<file path="config.mk">
export PLATFORM = sky130hd
export DESIGN_NAME = button_cmd_gen
export DESIGN_NICKNAME = d
export VERILOG_FILES = /design/src/rtl/stopwatch_pkg.sv /design/src/rtl/btn_debounce.sv /design/src/rtl/button_cmd_gen.sv
export SDC_FILE = /design/constraint.sdc
export NUM_CORES = 1
export LEC_CHECK = 0
export CAP_MARGIN = 20
export CORE_ASPECT_RATIO = 1.4
export CORE_MARGIN = 2
export CORE_UTILIZATION = 63
export DETAILED_ROUTE_END_ITERATION = 10
export PLACE_DENSITY_LB_ADDON = 0.12
export SLEW_MARGIN = 10
export SYNTH_ARGS = -nofsm -noshare
export SYNTH_HDL_FRONTEND = slang
export SYNTH_SLANG_ARGS = --single-unit
</file>
<file path="constraint.sdc">
create_clock -name clk -period 3.5 [get_ports clk]
set_clock_uncertainty 0.15 [all_clocks]
set_input_delay 0.7 -clock clk [delete_from_list [all_inputs] [get_ports clk]]
set_output_delay 0.7 -clock clk [all_outputs]
set_load 0.01 [all_outputs]
</file>
<file path="src/rtl/stopwatch_pkg.sv">
// rtl/stopwatch_pkg.sv - shared stopwatch status encodings and defaults
package stopwatch_pkg;

  // Control FSM state as reported on the status bus
  typedef enum logic [1:0] {
    ST_IDLE    = 2'b00,
    ST_RUNNING = 2'b01,
    ST_PAUSED  = 2'b10,
    ST_ILLEGAL = 2'b11
  } status_e;

  localparam int DEFAULT_DEBOUNCE_CYCLES = 16;
  localparam int DEFAULT_CNT_W           = 16;

endpackage

</file>
<file path="src/rtl/btn_debounce.sv">
// rtl/btn_debounce.sv - two-flop synchroniser, debouncer and press detector
module btn_debounce #(
  parameter int DEBOUNCE_CYCLES = stopwatch_pkg::DEFAULT_DEBOUNCE_CYCLES,
  parameter int CNT_W           = stopwatch_pkg::DEFAULT_CNT_W
) (
  input  logic clk,
  input  logic rst,
  input  logic i_raw,
  output logic o_press
);

  localparam logic [CNT_W-1:0] CNT_LAST = CNT_W'(DEBOUNCE_CYCLES - 1);

  logic             r_s1;
  logic             r_s2;
  logic             r_db;
  logic [CNT_W-1:0] r_cnt;
  logic             r_press;

  // Bring the asynchronous button level into the clock domain
  always_ff @(posedge clk or posedge rst) begin
    if (rst) begin
      r_s1 <= 1'b0;
      r_s2 <= 1'b0;
    end else begin
      r_s1 <= i_raw;
      r_s2 <= r_s1;
    end
  end

  // Accept a new level only after it has been stable for DEBOUNCE_CYCLES samples;
  // the press pulse is raised in the same edge that the level goes 0->1
  always_ff @(posedge clk or posedge rst) begin
    if (rst) begin
      r_db    <= 1'b0;
      r_cnt   <= '0;
      r_press <= 1'b0;
    end else begin
      r_press <= 1'b0;
      if (r_s2 != r_db) begin
        if (r_cnt == CNT_LAST) begin
          r_db    <= r_s2;
          r_cnt   <= '0;
          r_press <= r_s2;
        end else begin
          r_cnt <= r_cnt + 1'b1;
        end
      end else begin
        r_cnt <= '0;
      end
    end
  end

  assign o_press = r_press;

endmodule

</file>
<file path="src/rtl/button_cmd_gen.sv">
// rtl/button_cmd_gen.sv - maps debounced button presses onto stopwatch commands
module button_cmd_gen
  import stopwatch_pkg::*;
#(
  parameter int DEBOUNCE_CYCLES = DEFAULT_DEBOUNCE_CYCLES,
  parameter int CNT_W           = DEFAULT_CNT_W
) (
  input  logic       clk,
  input  logic       rst,
  input  logic       btn_startstop_raw,
  input  logic       btn_reset_raw,
  input  logic [1:0] status,
  output logic       start,
  output logic       stop,
  output logic       reset
);

  logic    w_ss_press;
  logic    w_rst_press;
  status_e w_status;
  logic    w_start_nxt;
  logic    w_stop_nxt;
  logic    w_reset_nxt;
  logic    r_start;
  logic    r_stop;
  logic    r_reset;

  btn_debounce #(
    .DEBOUNCE_CYCLES(DEBOUNCE_CYCLES),
    .CNT_W          (CNT_W)
  ) u_ss_db (
    .clk    (clk),
    .rst    (rst),
    .i_raw  (btn_startstop_raw),
    .o_press(w_ss_press)
  );

  btn_debounce #(
    .DEBOUNCE_CYCLES(DEBOUNCE_CYCLES),
    .CNT_W          (CNT_W)
  ) u_rst_db (
    .clk    (clk),
    .rst    (rst),
    .i_raw  (btn_reset_raw),
    .o_press(w_rst_press)
  );

  assign w_status = status_e'(status);

  // Reset press wins outright; the toggle press becomes start or stop from current status
  always_comb begin
    w_start_nxt = 1'b0;
    w_stop_nxt  = 1'b0;
    w_reset_nxt = 1'b0;
    if (w_rst_press) begin
      w_reset_nxt = 1'b1;
    end else if (w_ss_press) begin
      case (w_status)
        ST_IDLE, ST_PAUSED: w_start_nxt = 1'b1;
        ST_RUNNING:         w_stop_nxt  = 1'b1;
        default:            ;
      endcase
    end
  end

  // Registered one-hot command outputs
  always_ff @(posedge clk or posedge rst) begin
    if (rst) begin
      r_start <= 1'b0;
      r_stop  <= 1'b0;
      r_reset <= 1'b0;
    end else begin
      r_start <= w_start_nxt;
      r_stop  <= w_stop_nxt;
      r_reset <= w_reset_nxt;
    end
  end

  assign start = r_start;
  assign stop  = r_stop;
  assign reset = r_reset;

endmodule

</file>
=== After elaboration in Yosys (flattened, before gate mapping) ===
Index checks and enable logic that the tools add are counted.

* Register bits: 43
* Input bits: 6
* Output and inout bits: 3
* Logic and storage cells: 40

* Add/sub/neg operators: 2
* Equal/unequal tests: 6
* Mux-type cells: 15
* Reductions and logical operators: 4

{| class="wikitable"
|+ Operators with widths
! cell !! number
|-
| 2-to-1 mux 16 bit || 4
|-
| adder 16 x 1 -> 16 bit (second input constant) || 2
|-
| equality test 16 x 4 -> 1 bit (second input constant) || 2
|-
| 2-to-1 mux 1 bit || 11
|-
| AND reduction 2 bit || 2
|-
| equality test 2 x 1 -> 1 bit (second input constant) || 1
|-
| equality test 2 bit (second input constant) || 1
|-
| zero test 2 bit || 1
|-
| inequality test 1 bit || 2
|-
| OR reduction 2 bit || 1
|}

=== Logic depth before layout (Yosys ltp) ===
* Depth in word-level cells: 5
* Depth in mapped cells: 6
* Mapped depth without buffers: 5

=== By module ===
A second synthesis with hierarchy kept.

* Cell total of the unflattened synthesis: 184
* Area total of the unflattened synthesis: 2028.2 µm²

{| class="wikitable"
|+ Modules (own cells, without submodules)
! module !! instances !! cells each !! area an instance (µm²) !! seq. area each (µm²)
|-
| btn_debounce || 2 || 89 || 964.7 || 500.5
|-
| button_cmd_gen || 1 || 6 || 98.8 || 75.1
|}

=== Least setup slack after synthesis ===
Ideal clock, no wire load.

* Path kind: register -> register
* Start: register u_rst_db.r_cnt[0]
* End: register u_rst_db.r_db
* Library setup time: 0.128 ns
* Data arrival time: 1.300 ns
* Required time: 3.222 ns
* Slack: 1.922 ns
* Stages on the path, launching flop included: 5
* Buffers on the path: 0
* Clock period less this slack: 1.578 ns
* Path through: dfrtp_1 > ha_1 > nand3_2 > nand4b_2 > mux2_1

* Longest elaborated chain between the ends: 2

{| class="wikitable"
|+ Ends and longest elaborated chain
! item !! line !! RTL
|-
| start, declared || btn_debounce.sv:17 || <nowiki>logic [CNT_W-1:0] r_cnt;</nowiki>
|-
| start signal, assigned || btn_debounce.sv:46 || <nowiki>r_cnt <= r_cnt + 1'b1;</nowiki>
|-
| equality test 16 x 4 -> 1 bit || btn_debounce.sv:41 || <nowiki>if (r_cnt == CNT_LAST) begin</nowiki>
|-
| AND reduction 2 bit (no line) || - ||
|-
| end signal, assigned || btn_debounce.sv:42 || <nowiki>r_db <= r_s2;</nowiki>
|-
| end, declared || btn_debounce.sv:16 || <nowiki>logic r_db;</nowiki>
|}

No other way between the ends.
A chain may end at the register's enable or synchronous reset.

=== Worst setup path in the final report ===
* Start: register r_reset (netlist: reset)
* End: output port reset

{| class="wikitable"
|+ RTL lines
! item !! line !! RTL
|-
| start, declared || button_cmd_gen.sv:26 || <nowiki>logic r_reset;</nowiki>
|-
| start signal, assigned || button_cmd_gen.sv:75 || <nowiki>r_reset <= w_reset_nxt;</nowiki>
|-
| end, declared || button_cmd_gen.sv:15 || <nowiki>output logic reset</nowiki>
|}

No word-level cell between the ends.

==> qor.yml <==
period_minus_slack_ns: 2.03
rows: 24
rr_worst_depth: 5
final_common_cell: "dfrtp_1"
fin_setup_tns_ns: 0
area_delta_synth_final_pct: 10.4
grt_overflow: 0
power_w: 0.000868
nFillCells: 225
start_kind: "register"
core-area_sq_mm: 0.00306
cp_slowest_stage_delay_ns: 0.53
fin_area_sq_mm: 0.00221
clkTransAtPathRegs_ns: 0.08
synth_area_sq_mm: 0.00200
rsz0062_at_grt: "false"
synth_mux_area_frac: 0.0113
cts_tree: "yes"
path_cells: "clkdlybuf4s50_1"
die-area_sq_mm: 0.00365
min_period_over_period: 0.580
routed_via_density: 5.66
finalSetupViolCount: 0
power_density_mw_per_mm2: 393
h-tree-depth: 2
synth_compound_area_frac: 0.00688
yosys_warnings: 0
gp_congestion: 0.841
critPathBufInv: 1
finalMaxSlewViolations: 0
multi_input_area_sq_um: 866
io_buffer_count: 8
grt_pass1_wl_mm: 6.03
min_path_type: "reg -> reg"
grt_pass1_vias: 1394
cts_resized: 0
grt_max_degree: 28
clockRootBuffer: "clkbuf_8"
cts.sinks: 43
critPathTopFamily: "buffers and inverters"
die_y_microns: 70.7
whs_ns: 0.209
synthesis.nets: 194
crit_type: "reg -> out"
n_antenna_cell: 0
synth-simple-area-share: 0.275
seqCellArea_sq_mm: 0.00108
syn_avg_cell_area_sq_um: 10.8
synth_top_family_by_area: "simple AND/OR/NAND/NOR gates"
cts_buffers: 5
antenna_found_initial: 0
nNetsFinal: 206
gr-usage-all-layers: 0.224
ios: 9
die_x_microns: 51.6
first_pass_iters: 4
wl_per_cell_microns: 14.5
cts.path.max_buffers: 2
synth-seq-cells: 43
num_vias: 1346
holdBufCountCts: 0
synth_cell_types: 26
peakVddDrop_mv: 0.396
crit_cells: 1
cts_setup_buffers: 0
ant_nets: 0
insertion_delay_ns: 0.30
power.leakage_nw: 0.876
yosysSeqAreaShare: 0.538
worst_path_max_delay_cell: "clkdlybuf4s50_1"
dpl-instance-area_sq_mm: 0.00212
report.final.hold_viol_count: 0
initial_utilization: 0.653
tightest_slew_ns: 0.677
max_freq_mhz: 492
worst-path-max-fanout: 1
status: "finished, final reports clean"
syn_inst: 186
place_hpwl_mm: 2.51
max_slew_margin: 0.548
end_kind: "output port"
arrival_ns: 1.18
drive_above_1_share: 0.121
final_cell_mix: "dfrtp_1, nor2_1, xnor2_1"
synthAdderAreaFrac: 0.0125
drcViolationCount: 0
min_path_cells: 0
yosys.area_share.xor_xnor: 0.127
cap_violations: 0
crit_required_ns: 2.65
drt-initial-drc-count: 21
drt_wl_total_mm: 3.45
==> sequential cells by signal, indices dropped and copies added, names as in the netlist <==
register and cells:
u_rst_db.r_cnt 16, u_ss_db.r_cnt 16, reset 1, start 1, stop 1, u_rst_db.o_press 1, u_rst_db.r_db 1, u_rst_db.r_s1 1
u_rst_db.r_s2 1, u_ss_db.o_press 1, u_ss_db.r_db 1, u_ss_db.r_s1 1, u_ss_db.r_s2 1
==> area by class of cell <==
type                            instances  share of cell area
Tap cell                               39              0.0221
Inverter                                7              0.0119
Clock inverter                          3              0.0108
Multi-Input combinational cell        132               0.392
Clock buffer                            5              0.0311
Timing Repair Buffer                    9              0.0453
Sequential cell                        43               0.487
==> synthesized netlist by cell type, drive strengths merged <==
cell type | count | share of area
nand4 | 11 | 0.041
inv | 7 | 0.013
nor4 | 12 | 0.056
nor4bb | 1 | 0.0050
xnor2 | 23 | 0.10
nor3b | 3 | 0.011
nor3 | 10 | 0.025
dfrtp | 43 | 0.54
a31o | 1 | 0.0044
nand4b | 2 | 0.012
nand2 | 11 | 0.023
buf | 4 | 0.016
ha | 2 | 0.013
a21oi | 1 | 0.0025
mux2 | 2 | 0.011
and3 | 2 | 0.0063
nor2 | 35 | 0.066
nand3 | 10 | 0.030
xor2 | 6 | 0.026
==> power breakdown <==
part / switching, W / internal (W)
registers: 0.00000944 / 0.000504
clock network: 0.000177 / 0.000143
logic: 0.0000211 / 0.0000143
==> per-stage QoR <==
step                      setup slack, ns  utilization  cells
after floorplan                      1.65            -    186
after global placement               1.65        0.691    230
after detailed placement             1.62        0.691    230
after CTS                            1.46        0.721    238
after global routing                 1.44        0.721    238
final                                1.47        0.721    238
==> worst paths after layout <==
path,from,endpoint,slack (ns)
max,reset,reset,1.47
min,u_ss_db.r_s1,u_ss_db.r_s2,0.21
max reg2reg,u_ss_db.r_cnt[0],u_ss_db.r_cnt[8],1.65
min reg2reg,u_ss_db.r_s1,u_ss_db.r_s2,0.21
max in group asynchronous,rst,u_rst_db.r_cnt[13],1.98
min in group asynchronous,rst,u_rst_db.r_s1,0.65
==> logic make-up (layout without fill, tap and decap cells) <==
group                    after synthesis  count (layout)
adder cells (fa/ha/maj)                2               2
AND/OR/NAND/NOR                       97              97
flip-flops                            43              43
multiplexers                           2               2
buffers and inverters                 11              24
AO/OA/AOI/OAI                          2               2
XOR/XNOR                              29              29
==> routing by layer <==
layer / global-route usage / up-vias / wire length (microns)
met1: 0.238 / 665 / 1380
li1: - / 659 / -
met5: 0 / - / 0
met2: 0.406 / 12 / 1910
met4: 0.102 / 0 / 91
met3: 0.0527 / 10 / 68
(Power assumes the default switching activity.)
